===== src/rtl/wb_memtest_pkg.sv =====
// rtl/wb_memtest_pkg.sv - shared encodings for the Wishbone memory tester
// Contents: pattern mode codes, FSM state type, Galois LFSR tap masks.
package wb_memtest_pkg;

    localparam logic [1:0] MODE_ADDR  = 2'd0;
    localparam logic [1:0] MODE_NADDR = 2'd1;
    localparam logic [1:0] MODE_LFSR  = 2'd2;
    localparam logic [1:0] MODE_WALK  = 2'd3;

    typedef enum logic [2:0] {
        ST_IDLE,
        ST_WR_REQ,
        ST_WR_WAIT,
        ST_RD_REQ,
        ST_RD_WAIT,
        ST_PASS_END,
        ST_DONE
    } state_t;

    // Right-shifting Galois masks: x^32+x^22+x^2+x+1 and x^64+x^63+x^61+x^60+1
    localparam logic [31:0] LFSR_TAPS_32 = 32'h8020_0003;
    localparam logic [63:0] LFSR_TAPS_64 = 64'hD800_0000_0000_0000;

    function automatic logic [63:0] lfsr_taps(input int width);
        return (width == 64) ? LFSR_TAPS_64 : {32'd0, LFSR_TAPS_32};
    endfunction

endpackage


===== src/rtl/wb_memtest_pattern.sv =====
// rtl/wb_memtest_pattern.sv - per-word test pattern generator, owns the LFSR
// Ports:
//   clk, reset       clock, asynchronous active-high reset
//   mode             pattern select (MODE_ADDR/NADDR/LFSR/WALK)
//   index            word index within the pass
//   address          byte address of the current word
//   load             restart the LFSR from LFSR_SEED
//   step             advance the LFSR by one word
//   pattern          data for the current word
module wb_memtest_pattern
    import wb_memtest_pkg::*;
#(
    parameter int                ADR_W     = 32,
    parameter int                DAT_W     = 32,
    parameter int                IDX_W     = 8,
    parameter logic [DAT_W-1:0]  LFSR_SEED = DAT_W'(32'hACE1_2468)
) (
    input  logic                 clk,
    input  logic                 reset,
    input  logic [1:0]           mode,
    input  logic [IDX_W-1:0]     index,
    input  logic [ADR_W-1:0]     address,
    input  logic                 load,
    input  logic                 step,
    output logic [DAT_W-1:0]     pattern
);

    localparam logic [DAT_W-1:0] TAPS = DAT_W'(lfsr_taps(DAT_W));

    logic [DAT_W-1:0] lfsr;
    logic [DAT_W-1:0] adr_ext;
    logic [DAT_W-1:0] walk;

    always_ff @(posedge clk or posedge reset) begin
        if (reset) begin
            lfsr <= LFSR_SEED;
        end else if (load) begin
            lfsr <= LFSR_SEED;
        end else if (step) begin
            lfsr <= {1'b0, lfsr[DAT_W-1:1]} ^ (lfsr[0] ? TAPS : '0);
        end
    end

    // Address is zero-extended or truncated to the data width.
    assign adr_ext = DAT_W'(address);
    assign walk    = {{(DAT_W-1){1'b0}}, 1'b1} << (32'(index) % 32'(DAT_W));

    always_comb begin
        pattern = adr_ext;
        case (mode)
            MODE_ADDR:  pattern = adr_ext;
            MODE_NADDR: pattern = ~adr_ext;
            MODE_LFSR:  pattern = lfsr;
            MODE_WALK:  pattern = walk;
            default:    pattern = adr_ext;
        endcase
    end

endmodule


===== src/rtl/wb_memtest_multi.sv =====
// rtl/wb_memtest_multi.sv - Wishbone classic master running write/verify passes
// Optional feature macro: MEMTEST_ACK_TIMEOUT_EN (ack watchdog + timeout_flag port)
// Ports:
//   clk, reset            clock, asynchronous active-high reset
//   start, stop, mode     run control and pattern select
//   busy, done            run status, one-cycle end-of-run pulse
//   pass_cnt, err_cnt     completed passes, read mismatches (saturating)
//   err_adr/exp/got       first mismatch of the run
//   led                   status bits
//   timeout_flag          sticky ack timeout (only with MEMTEST_ACK_TIMEOUT_EN)
//   wb_*                  Wishbone classic master interface
module wb_memtest_multi
    import wb_memtest_pkg::*;
#(
    parameter int                ADR_W      = 32,
    parameter int                DAT_W      = 32,
    parameter logic [ADR_W-1:0]  BASE_ADR   = '0,
    parameter int                NUM_WORDS  = 256,
    parameter int                ADR_STRIDE = 4,
    parameter int                PASSES     = 1,
    parameter logic [DAT_W-1:0]  LFSR_SEED  = DAT_W'(32'hACE1_2468),
    parameter int                TIMEOUT    = 1023
) (
    input  logic                 clk,
    input  logic                 reset,
    input  logic                 start,
    input  logic                 stop,
    input  logic [1:0]           mode,
    output logic                 busy,
    output logic                 done,
    output logic [15:0]          pass_cnt,
    output logic [15:0]          err_cnt,
    output logic [ADR_W-1:0]     err_adr,
    output logic [DAT_W-1:0]     err_exp,
    output logic [DAT_W-1:0]     err_got,
    output logic [7:0]           led,
`ifdef MEMTEST_ACK_TIMEOUT_EN
    output logic                 timeout_flag,
`endif
    output logic [ADR_W-1:0]     wb_adr_o,
    output logic [DAT_W-1:0]     wb_dat_o,
    input  logic [DAT_W-1:0]     wb_dat_i,
    output logic [DAT_W/8-1:0]   wb_sel_o,
    output logic                 wb_cyc_o,
    output logic                 wb_stb_o,
    output logic                 wb_we_o,
    input  logic                 wb_ack_i
);

    localparam int IDX_W = (NUM_WORDS > 1) ? $clog2(NUM_WORDS) : 1;

    state_t             state, state_nxt;
    logic [IDX_W-1:0]   idx;
    logic [1:0]         mode_q;
    logic               stop_req;
    logic               cap_valid;
    logic               last_ok, last_fail, any_ok;
    logic [ADR_W-1:0]   cur_adr;
    logic [DAT_W-1:0]   pat;
    logic               pat_load, pat_step;
    logic               in_wait, word_done, last_word;
    logic               rd_mismatch, timeout_hit, err_inc, run_end, start_run;

    assign cur_adr     = BASE_ADR + ADR_W'(idx) * ADR_W'(ADR_STRIDE);
    assign in_wait     = (state == ST_WR_WAIT) || (state == ST_RD_WAIT);
    assign word_done   = in_wait && (wb_ack_i || timeout_hit);
    assign last_word   = (idx == IDX_W'(NUM_WORDS - 1));
    assign rd_mismatch = (state == ST_RD_WAIT) && wb_ack_i && (wb_dat_i != pat);
    assign err_inc     = rd_mismatch || timeout_hit;
    assign start_run   = (state == ST_IDLE) && start;
    assign run_end     = stop_req ||
                         ((PASSES != 0) && (({16'd0, pass_cnt} + 32'd1) == 32'(PASSES)));

    wb_memtest_pattern #(
        .ADR_W     (ADR_W),
        .DAT_W     (DAT_W),
        .IDX_W     (IDX_W),
        .LFSR_SEED (LFSR_SEED)
    ) u_pattern (
        .clk     (clk),
        .reset   (reset),
        .mode    (mode_q),
        .index   (idx),
        .address (cur_adr),
        .load    (pat_load),
        .step    (pat_step),
        .pattern (pat)
    );

    always_ff @(posedge clk or posedge reset) begin
        if (reset) begin
            state <= ST_IDLE;
        end else begin
            state <= state_nxt;
        end
    end

    always_comb begin
        state_nxt = state;
        pat_load  = 1'b0;
        pat_step  = 1'b0;
        case (state)
            ST_IDLE: begin
                if (start) begin
                    state_nxt = ST_WR_REQ;
                    pat_load  = 1'b1;
                end
            end
            ST_WR_REQ:  state_nxt = ST_WR_WAIT;
            ST_WR_WAIT: begin
                if (word_done) begin
                    if (last_word) begin
                        state_nxt = ST_RD_REQ;
                        pat_load  = 1'b1;
                    end else begin
                        state_nxt = ST_WR_REQ;
                        pat_step  = 1'b1;
                    end
                end
            end
            ST_RD_REQ:  state_nxt = ST_RD_WAIT;
            ST_RD_WAIT: begin
                if (word_done) begin
                    if (last_word) begin
                        state_nxt = ST_PASS_END;
                    end else begin
                        state_nxt = ST_RD_REQ;
                        pat_step  = 1'b1;
                    end
                end
            end
            ST_PASS_END: begin
                if (run_end) begin
                    state_nxt = ST_DONE;
                end else begin
                    state_nxt = ST_WR_REQ;
                    pat_load  = 1'b1;
                end
            end
            ST_DONE:    state_nxt = ST_IDLE;
            default:    state_nxt = ST_IDLE;
        endcase
    end

    // Bus signals are registered: raised when leaving a REQ state and dropped on
    // the edge after ack, so cyc is high exactly while in a WAIT state and the
    // following REQ state is always an idle bus cycle.
    always_ff @(posedge clk or posedge reset) begin
        if (reset) begin
            wb_cyc_o <= 1'b0;
            wb_stb_o <= 1'b0;
            wb_we_o  <= 1'b0;
            wb_adr_o <= '0;
            wb_dat_o <= '0;
        end else if ((state == ST_WR_REQ) || (state == ST_RD_REQ)) begin
            wb_cyc_o <= 1'b1;
            wb_stb_o <= 1'b1;
            wb_we_o  <= (state == ST_WR_REQ);
            wb_adr_o <= cur_adr;
            if (state == ST_WR_REQ) begin
                wb_dat_o <= pat;
            end
        end else if (word_done) begin
            wb_cyc_o <= 1'b0;
            wb_stb_o <= 1'b0;
            wb_we_o  <= 1'b0;
        end
    end

    always_ff @(posedge clk or posedge reset) begin
        if (reset) begin
            idx       <= '0;
            mode_q    <= MODE_ADDR;
            stop_req  <= 1'b0;
            pass_cnt  <= '0;
            err_cnt   <= '0;
            err_adr   <= '0;
            err_exp   <= '0;
            err_got   <= '0;
            cap_valid <= 1'b0;
            last_ok   <= 1'b0;
            last_fail <= 1'b0;
            any_ok    <= 1'b0;
        end else begin
            if (pat_load) begin
                idx <= '0;
            end else if (pat_step) begin
                idx <= idx + IDX_W'(1);
            end

            if (start_run) begin
                mode_q    <= mode;
                stop_req  <= stop;
                pass_cnt  <= '0;
                err_cnt   <= '0;
                err_adr   <= '0;
                err_exp   <= '0;
                err_got   <= '0;
                cap_valid <= 1'b0;
                last_ok   <= 1'b0;
                last_fail <= 1'b0;
                any_ok    <= 1'b0;
            end else begin
                if (stop && (state != ST_IDLE)) begin
                    stop_req <= 1'b1;
                end
                if (state == ST_PASS_END) begin
                    pass_cnt <= pass_cnt + 16'd1;
                end
                if (err_inc && (err_cnt != 16'hFFFF)) begin
                    err_cnt <= err_cnt + 16'd1;
                end
                // Write timeouts count as errors but only read failures are captured.
                if ((state == ST_RD_WAIT) && err_inc && !cap_valid) begin
                    cap_valid <= 1'b1;
                    err_adr   <= cur_adr;
                    err_exp   <= pat;
                    err_got   <= timeout_hit ? '1 : wb_dat_i;
                end
                if ((state == ST_RD_WAIT) && word_done) begin
                    last_ok   <= !err_inc;
                    last_fail <= err_inc;
                    if (!err_inc) begin
                        any_ok <= 1'b1;
                    end
                end
            end
        end
    end

`ifdef MEMTEST_ACK_TIMEOUT_EN
    localparam int WD_W = (TIMEOUT > 1) ? $clog2(TIMEOUT + 1) : 1;

    logic [WD_W-1:0] wd_cnt;

    always_ff @(posedge clk or posedge reset) begin
        if (reset) begin
            wd_cnt <= '0;
        end else if (in_wait && !word_done) begin
            wd_cnt <= wd_cnt + WD_W'(1);
        end else begin
            wd_cnt <= '0;
        end
    end

    // Fires on the TIMEOUT-th cycle spent waiting; an ack on that cycle wins.
    assign timeout_hit = in_wait && !wb_ack_i && (wd_cnt == WD_W'(TIMEOUT - 1));

    always_ff @(posedge clk or posedge reset) begin
        if (reset) begin
            timeout_flag <= 1'b0;
        end else if (start_run) begin
            timeout_flag <= 1'b0;
        end else if (timeout_hit) begin
            timeout_flag <= 1'b1;
        end
    end
`else
    logic unused_timeout;
    assign unused_timeout = (TIMEOUT != 0);
    assign timeout_hit    = 1'b0;
`endif

    assign busy     = (state != ST_IDLE);
    assign done     = (state == ST_DONE);
    assign wb_sel_o = '1;
    assign led      = {wb_cyc_o & ~wb_we_o, wb_cyc_o & wb_we_o, wb_ack_i, busy,
                       last_ok, any_ok, last_fail, (err_cnt != 16'd0)};

endmodule

===== config.mk =====
export PLATFORM = sky130hd
export DESIGN_NAME = wb_memtest_multi
export DESIGN_NICKNAME = d
export VERILOG_FILES = /design/src/rtl/wb_memtest_pkg.sv /design/src/rtl/wb_memtest_pattern.sv /design/src/rtl/wb_memtest_multi.sv
export SDC_FILE = /design/constraint.sdc
export NUM_CORES = 1
export LEC_CHECK = 0
export CAP_MARGIN = 15
export CORE_ASPECT_RATIO = 1.1
export CORE_MARGIN = 1.5
export CORE_UTILIZATION = 55
export CTS_CLUSTER_DIAMETER = 200
export DETAILED_ROUTE_END_ITERATION = 8
export GPL_TIMING_DRIVEN = 0
export MAX_ROUTING_LAYER = met4
export PLACE_DENSITY = 0.87
export SLEW_MARGIN = 0
export SYNTH_ARGS = -nofsm -noshare
export SYNTH_HDL_FRONTEND = slang
export SYNTH_SLANG_ARGS = --single-unit

===== constraint.sdc =====
create_clock -name clk -period 14.1 [get_ports clk]
set_clock_uncertainty 0.2 [all_clocks]
set_input_delay 4.23 -clock clk [delete_from_list [all_inputs] [get_ports clk]]
set_output_delay 4.23 -clock clk [all_outputs]
set_load 0.05 [all_outputs]

==> summary.md <==
| Metric | Value |
|---|---|
| Clk root buf | clkbuf_16 |
| Grt met3 use | 0.0658 |
| Reg2reg end | err_got[31]$_DFFE_PP0P_ |
| Grt met1 use | 0.463 |
| Max Slew Vio Count | 0 |
| Most common cell in the netlist | nand2_1 |
| Filler Cell Count | 1,405 |
| GR Util All Layers | 0.353 |
| CP arrival | 5830 ps |
| Number of CTS-inserted buffers | 17 |
| Post-synth top cells | nand2_1 (270), dfrtp_1 (183), o21ai_0 (95), buf_4 (58), clkbuf_1 (53) |
| Worst Path Required | 9670 ps |
| Placed insts | 1,657 |
| # setup viols final | 0 |
| Wire length per cell | 20.0 um |
| Grt ovf | 0 |
| Routing usage on met2 | 0.546 |
| Synth top area cells | dfrtp_1 (44%), nand2_1 (9.7%), o21ai_0 (4.5%) |
| RSZ-0062 raised after global routing | false |
| Remaining DRCs | 0 |
| Buffers from clock root to sink, at most | 2 |
| Die Footprint | 19,900 sq um |
| Worst slew margin | 0.300 |
| Row cnt | 52 |
| F_max | 0.0975 GHz |
| WL final | 33.8 mm |
| Util after Layout | 0.731 |
| CTS tree | done |
| Slew @ Worst Pin | 1050 ps |
| Die height | 148 um |
| Leakage | 0.00595 uW |
| Critical path type | in -> out |
| Final Cycle Share | 0.727 |
| Mapped Area | 10,500 sq um |
| Status | completed |
| Buffers on Ports | 195 |
| DR iter-0 viols | 947 |
| Flop-to-flop setup slack | 9060 ps |
| Final nets | 1,482 |
| Maximum vdd drop | 129 uV |
| Crit path capture | led[5] |
| Clock-pin transition on the worst setup and hold timing paths | 70 ps |
| Final HPWL DP | 25.5 mm |
| Power per Cell Area | 226 nW/um^2 |
| Htree depth | 4 |
| Max-cap viol count | 0 |
| Top FF cell, synth | dfrtp_1 |
| Most frequent CP cell | clkdlybuf4s50_1 |
| Count of final hold-check violations | 0 |
| Distinct cell type count of the synthesized netlist | 69 |
| Setup TNS | 0 ps |
| Total chip power | 3060 uW |
| Fraction of layout cells with a size suffix above 1 | 0.100 |
| Yosys Warn Count | 0 |
| Crit-path max FO | 8 |
| Vias in the first global route | 9,212 |
| FF-to-FF path depth | 13 |
| Starting Density | 0.564 |
| Placer Congestion | 1.01 |
| Drt pass-1 iters | 5 |
| Post-synth top area share | 0.438 |
| Core Region | 18,500 sq um |
| Post-synth EDFFs | 0 |
| #FFs+latches synth | 196 |
| Top-Level Pins | 248 |
| Sequential area share after synthesis | 0.470 |
| N_diodes | 0 |
| Gr busiest metal | met2 |
| Antenna violations before repair | 0 |
| Hold WS | 283 ps |
| Worst flop-to-flop path startpoint | idx[0]$_DFFE_PP0P_ |
| Final antenna-violating net count | 0 |
| Pin count of the biggest net entering global routing | 104 |
| Post-cts sizing count | 0 |
| Tmin final | 10,260 ps |
| Layout Cells excl Fill | 1,687 |
| Clk sinks | 196 |
| Via-to-Cell Ratio | 5.83 |
| Hold buffers post-CTS | 0 |
| Vias | 9,839 |
| Global-route wire length before repair | 52.0 mm |
| Skew-Pair Late Insertion Delay | 440 ps |
| Postcts setup bufs | 0 |
| Crit. End Element | output pin |
| CP Cell Sequence | clkdlybuf4s50_1, buf_4, clkdlybuf4s50_1 |
| Die width | 134 um |
| Startpoint types | primary input |
| Slowest-stage cell, CP | clkdlybuf4s50_1 |
| HP Class | reg -> reg |
| Leading area contributor after synthesis | dfrtp_1 |
| Critical Path Source | wb_ack_i |
| Post-Syn Instances | 1,168 |
| Mean post-synth cell area | 8.96 sq um |
| Area delta synth->final | 29.5% |
| Async S/R FF share, synth | 1.00 |
| CP max stage delay | 790 ps |
## power breakdown
part           internal [uW]  switching, uW  total, uW
combinational            515           1150       1660
sequential               749            146        896
clock                    288            219        507
## cell families after synthesis
group                      Yosys count  synth area share
AOI/OAI and AO/OA                  253             0.151
xor gates and xnor gates            41            0.0343
adders and majority gates           11            0.0129
buffers and inverters              161            0.0835
DFF                                196             0.470
muxes                               52            0.0511
other                                2          0.000718
and+or+nand+nor                    452             0.197
## how the worst min path moves through the flow
stage / startpoint / to / slack, ps / cells after the start
6_report: wb_dat_o[20]$_DFFE_PP0P_ / wb_dat_o[20]$_DFFE_PP0P_ / 280 / 2
5_1_grt: wb_dat_o[21]$_DFFE_PP0P_ / wb_dat_o[21]$_DFFE_PP0P_ / 310 / 2
4_1_cts: wb_dat_o[20]$_DFFE_PP0P_ / wb_dat_o[20]$_DFFE_PP0P_ / 280 / 2
3_5_place_dp: wb_dat_o[20]$_DFFE_PP0P_ / wb_dat_o[20]$_DFFE_PP0P_ / 270 / 2
3_3_place_gp: wb_dat_o[0]$_DFFE_PP0P_ / wb_dat_o[0]$_DFFE_PP0P_ / 260 / 2
2_1_floorplan: any_ok$_DFFE_PP0P_ / any_ok$_DFFE_PP0P_ / 250 / 1
## worst max-delay path, delay by kind of cell
kind	cells	cell delay [ps]
buffers and inverters	3	1590
## layer usage
layer  share of wire  wire length [um]
met1            0.40             13600
met2            0.48             16100
met3           0.087              2960
met4           0.033              1100
met5               0                 0
## per-stage QoR
step | worst slack, ps | area, sq um
after floorplan | 4350 | 10600
final | 3840 | 13500
after global routing | 3830 | 13500
after detailed placement | 3840 | 12900
after global placement | 1950 | 12900
after CTS | 3840 | 13500
## final cells by class
cell class	instances	area (sq um)	area share
flip-flops and latches	196	4920	0.363
well taps	243	304	0.0224
clock buffers	19	453	0.0334
plain buffers	136	779	0.0575
repair buffers	196	1980	0.146
inverters	25	101	0.00748
clock inverters	11	151	0.0112
multi-input cells	861	4860	0.359
## state kept, by name, indices dropped and copies added, names as in the netlist
| signal | cells |
|---|---|
| u_pattern.lfsr | 32 |
| state | 3 |
| stop_req | 1 |
| err_exp | 32 |
| cap_valid | 1 |
| idx | 8 |
| err_got | 32 |
| last_ok | 1 |
| err_adr | 8 |
| err_cnt | 16 |
| pass_cnt | 16 |
| wb_dat_o | 32 |
| wb_adr_o | 8 |
| wb_we_o | 1 |
| mode_q | 2 |
| last_fail | 1 |
| wb_stb_o | 1 |
| any_ok | 1 |
## cell usage in the layout, fill, tap and decap left out, types with 5 or more instances in the layout
cell type / n
nand2_1: 270
clkdlybuf4s50_1: 195
dfrtp_1: 183
o21ai_0: 95
buf_4: 58
clkbuf_1: 53
conb_1: 52
nor2_1: 50
a21oi_1: 44
mux2i_1: 41
inv_1: 24
xnor2_1: 22
nand3_1: 20
xor2_1: 19
o21ai_1: 18
buf_2: 17
clkbuf_16: 17
and3_1: 16
nand3b_1: 16
nor3_1: 15
a221oi_1: 14
nor2b_1: 13
dfstp_2: 13
mux2_2: 11
o31ai_1: 10
ha_1: 10
nand4_1: 9
o22ai_1: 8
nand2b_1: 8
a2111oi_0: 6
a21o_1: 6
a31oi_1: 6
o2111ai_1: 6
nor4_1: 5
or4_1: 5
No activity file was read; power rests on OpenSTA's default activity.
